File: src/rtl/fetch_unit.sv
// fetch_unit: program counter, instruction-memory address and the IF/ID
// pipeline register. Jumps and taken branches are resolved from the
// instruction already held in IF/ID. A redirect replaces the wrong-path
// fetch with a bubble, which costs exactly one cycle.
//
// There is no handshake on this block. The only flow control is stall,
// which freezes every register for as long as it is high.
module fetch_unit #(
    parameter logic [31:0] RESET_PC = 32'h0000_0000
) (
    input  logic        clk,
    input  logic        rst_n,
    input  logic        stall,
    input  logic        jump,
    input  logic        branch_taken,
    input  logic [31:0] imem_rdata,
    output logic [31:0] imem_addr,
    output logic [31:0] if_id_instr,
    output logic [31:0] if_id_pc4,
    output logic        if_id_valid,
    output logic [5:0]  opcode
);

    // Architectural state
    logic [31:0] pc;

    // Next-state values and derived targets
    logic [31:0] pc_plus4;
    logic [31:0] jump_target;
    logic [31:0] branch_offset;
    logic [31:0] branch_target;
    logic        take_jump;
    logic        take_branch;
    logic [31:0] pc_next;
    logic [31:0] instr_next;
    logic [31:0] pc4_next;
    logic        valid_next;

    // Instruction memory is read combinationally at the current PC
    assign imem_addr = pc;

    // Sequential address. The 32-bit add wraps from 0xFFFF_FFFC to 0.
    assign pc_plus4 = pc + 32'd4;

    // J-type target: upper nibble of the delay-free PC+4, 26-bit word index
    assign jump_target = {if_id_pc4[31:28], if_id_instr[25:0], 2'b00};

    // Branch target: sign-extended word offset, relative to PC+4
    assign branch_offset = {{14{if_id_instr[15]}}, if_id_instr[15:0], 2'b00};
    assign branch_target = if_id_pc4 + branch_offset;

    // A bubble in IF/ID never redirects, whatever the control unit drives.
    // Jump has priority over a taken branch.
    assign take_jump   = if_id_valid & jump;
    assign take_branch = if_id_valid & branch_taken & ~jump;

    // Opcode is forced to zero for bubbles so control sees a clean NOP
    assign opcode = if_id_valid ? if_id_instr[31:26] : 6'd0;

    // Next-state selection: hold on stall, redirect with bubble, or fetch
    always_comb begin
        pc_next    = pc;
        instr_next = if_id_instr;
        pc4_next   = if_id_pc4;
        valid_next = if_id_valid;
        if (stall) begin
            // Hold everything. The held IF/ID instruction will present its
            // redirect again once the stall drops.
            pc_next    = pc;
            instr_next = if_id_instr;
            pc4_next   = if_id_pc4;
            valid_next = if_id_valid;
        end else if (take_jump) begin
            pc_next    = jump_target;
            instr_next = 32'd0;
            pc4_next   = 32'd0;
            valid_next = 1'b0;
        end else if (take_branch) begin
            pc_next    = branch_target;
            instr_next = 32'd0;
            pc4_next   = 32'd0;
            valid_next = 1'b0;
        end else begin
            pc_next    = pc_plus4;
            instr_next = imem_rdata;
            pc4_next   = pc_plus4;
            valid_next = 1'b1;
        end
    end

    // PC and IF/ID registers; reset takes effect without a clock edge
    always_ff @(posedge clk or negedge rst_n) begin
        if (!rst_n) begin
            pc          <= RESET_PC;
            if_id_instr <= 32'd0;
            if_id_pc4   <= 32'd0;
            if_id_valid <= 1'b0;
        end else begin
            pc          <= pc_next;
            if_id_instr <= instr_next;
            if_id_pc4   <= pc4_next;
            if_id_valid <= valid_next;
        end
    end

endmodule

File: config.mk
export PLATFORM = sky130hd
export DESIGN_NAME = fetch_unit
export DESIGN_NICKNAME = d
export VERILOG_FILES = /design/src/rtl/fetch_unit.sv
export SDC_FILE = /design/constraint.sdc
export NUM_CORES = 1
export LEC_CHECK = 0
export ABC_AREA = 1
export CAP_MARGIN = 20
export CORE_UTILIZATION = 45
export DETAILED_ROUTE_END_ITERATION = 10
export HOLD_SLACK_MARGIN = 0.08
export PLACE_DENSITY = 0.7
export SYNTH_ARGS = -nofsm -noshare
export SYNTH_HDL_FRONTEND = slang
export SYNTH_SLANG_ARGS = --single-unit
File: constraint.sdc
create_clock -name clk -period 2.7 [get_ports clk]
set_input_delay 0.675 -clock clk [delete_from_list [all_inputs] [get_ports clk]]
set_output_delay 0.675 -clock clk [all_outputs]
set_load 0.01 [all_outputs]
==> flow_summary.yaml <==
finish:
  area_delta_synth_final_pct: 27.8
  seq_area_um2: 2430
  final_common_cell: "nand2_1"
  fillers: 1497
  fin_nets: 1257
  drive_above_1_share_pct: 5.87
  layoutNonFillerInstCount: 1404
  multiInputGateArea_um2: 3920
  antenna_cells: 0
  final_cell_mix: "nand2_1, inv_1, clkdlybuf4s50_1"
logic_synthesis:
  async_reset_ff_share_pct: 100
  synth_cells: 1053
  ys.warnings.count: 0
  synth_edf_count: 0
  syn_area_um2: 7090
  syn_area_per_cell_um2: 6.73
  synth_top_area_cell: "dfrtp_1"
  synth_cell_type_count: 43
  ys_top_cells_by_area: "dfrtp_1, nand2_1, inv_1"
  synth_seq_cells: 97
  yosysSeqAreaShare_pct: 34.2
  synth_fp_nets: 1121
  yosys.area.top_type_share_pct: 34.2
  synth_ff_type: "dfrtp_1"
clocking:
  ctsResizeCount: 0
  cts_tree: "yes"
  cts_setup_buffers: 0
  path_clk_slew_ps: 70
  cts-htree-levels: 3
  clock_path_buffers: 2
  clk_latency_ps: 360
  cts.hold.buffers_added: 0
  clock_sinks: 97
  cts_buffers: 9
  cts-root-buf: "clkbuf_16"
outcome:
  status: "complete, no violations"
route:
  drc: 0
  antenna_left: 0
  wl_per_cell_um: 17.8
  drtIter0Drc: 733
  firstDrtPassIters: 5
  vias: 7428
  finalWirelength_um: 25000
  viasPerCell: 5.29
timing:
  fin_skew_ps: 8.85
  timing.hold.ws_ps: 325
  hold_violations: 0
  fin_crit_sh_pct: 90.6
  layout_min_cycle_time_ps: 2440
  setup_tns_ps: 0
  tightest_slew_ps: 581
  fmax_ghz: 0.409
  slew_viol_final: 0
  rsz0062_at_grt: "false"
  max_slew_margin_pct: 61.2
  setup_viol: 0
placement:
  dp_hpwl_um: 19300
  place_congestion: 0.959
  placedCellCount: 1389
  numPortBuffers: 139
global_routing:
  antenna_found_initial: 0
  grt_pass1_vias: 7163
  grt_usage_pct: 32.1
  grt_max_degree: 98
  gr-total-overflow: 0
  grt_pass1_wl_um: 39300
setup_path:
  cpMostUsedCell: "nand3_1"
  cp_data_required_time_ps: 2950
  start_kind: "flip-flop"
  crit_path_max_incr_delay_ps: 480
  cp_slowest_cell: "fa_1"
  end_kind: "flip-flop"
  worstSetupPathType: "flip-flop to flip-flop"
  cp.arrival_ps: 2690
  rrSetupSlack_ps: 260
  path_cells: "ha_1 > fa_1 > nand3_1 > nand3_1 > nand2_1 > nand3_1 > nand3_1 > nand3_1 > nand2_1 > nand2_1 > o21ai_0 > nand2_1"
  worstReg2RegEnd: "imem_addr[26]"
  reg2reg_from: "if_id_instr[0]"
  crit_path_max_fanout: 4
  critPathLaunch: "if_id_instr[0]"
  r2r_cells: 12
die:
  num_rows: 45
  die_area_um2: 16300
  io_pins: 140
  die_h_um: 128
  initial_utilization_pct: 46.3
  core_area_um2: 15300
  die_w_um: 128
power:
  power.density_nw_per_um2: 663
  p_leak_nw: 4.50
  vdd_drop_max_mv: 0.336
worst_hold_path:
  hold_class: "primary input to asynchronous set/reset pin"
run:
  drv_cap: 0
## worst max-delay path, delay by kind of cell, from the launching register on
family,cells,cell delay [ps]
AND/OR/NAND/NOR,9,980
flip-flops,1,410
AO/OA/AOI/OAI,1,160
adder cells (fa/ha/maj),2,770
## report_power, final
group | total (mW) | switching [mW] | internal (mW) | leakage [nW]
Clock | 1.43 | 0.621 | 0.814 | 0.153
Sequential | 2.12 | 0.412 | 1.70 | 1.22
Combinational | 2.46 | 1.40 | 1.06 | 3.12
## kinds of logic after synthesis
group / synth area share [%]
compound gates: 14.1
flops: 34.2
fa+ha+maj: 5.58
simple gates: 33.2
buf+inv: 10.4
xor+xnor: 2.47
## state kept, by name, summed over array words and instances (netlist names)
| name | count |
|---|---|
| imem_addr | 32 |
| if_id_instr | 32 |
| if_id_pc4 | 32 |
| if_id_valid | 1 |
## stage by stage
stage | utilization (%) | worst slack (ps) | area (um^2) | power, mW
floorplan | - | 655 | 7090 | 3.38
global placement | 57.1 | 148 | 8740 | 4.55
detailed placement | 57.1 | 162 | 8740 | 4.55
CTS | 59.2 | 133 | 9060 | 5.99
global route | 59.2 | 135 | 9060 | 6.35
finish | 59.2 | 255 | 9060 | 6.01
## worst max-delay path by stage
stage / end / slack (ps)
after detailed placement: imem_addr[26] / 160
after global placement: imem_addr[26] / 150
after CTS: imem_addr[26] / 130
final: imem_addr[26] / 260
after global routing: imem_addr[26] / 130
after floorplan: imem_addr[26] / 650
## Yosys cell counts (3+ instances only)
cell / instances
nand2_1: 330
inv_1: 155
dfrtp_1: 97
nor2_1: 90
nand3_1: 68
o21ai_0: 65
a21oi_1: 45
ha_1: 30
a22o_1: 20
xor2_1: 17
nand4_1: 16
clkbuf_1: 15
o21ai_1: 10
buf_2: 9
inv_2: 8
nor3_1: 8
a31oi_1: 6
nor2_4: 6
o21bai_1: 6
o22ai_1: 6
or2_2: 5
nand2_2: 4
o211ai_1: 4
a21o_1: 3
nand3_2: 3
xnor2_1: 3
## area by class of cell
class	instances	share of cell area (%)
repair buffers	153	16.7
multi-input cells	765	43.3
flip-flops and latches	97	26.8
clock buffers	9	2.49
well taps	211	2.91
inverters	163	6.75
clock inverters	6	1.02
## per-layer routing
layer  up-vias  wire (um)  track usage (%)
met5         -          0                0
met4         0        533             10.2
met3        31       1710             4.65
met2       285      10900             49.6
met1      3463      11800             46.1
li1       3649          -                -
(Power assumes the default switching activity.)
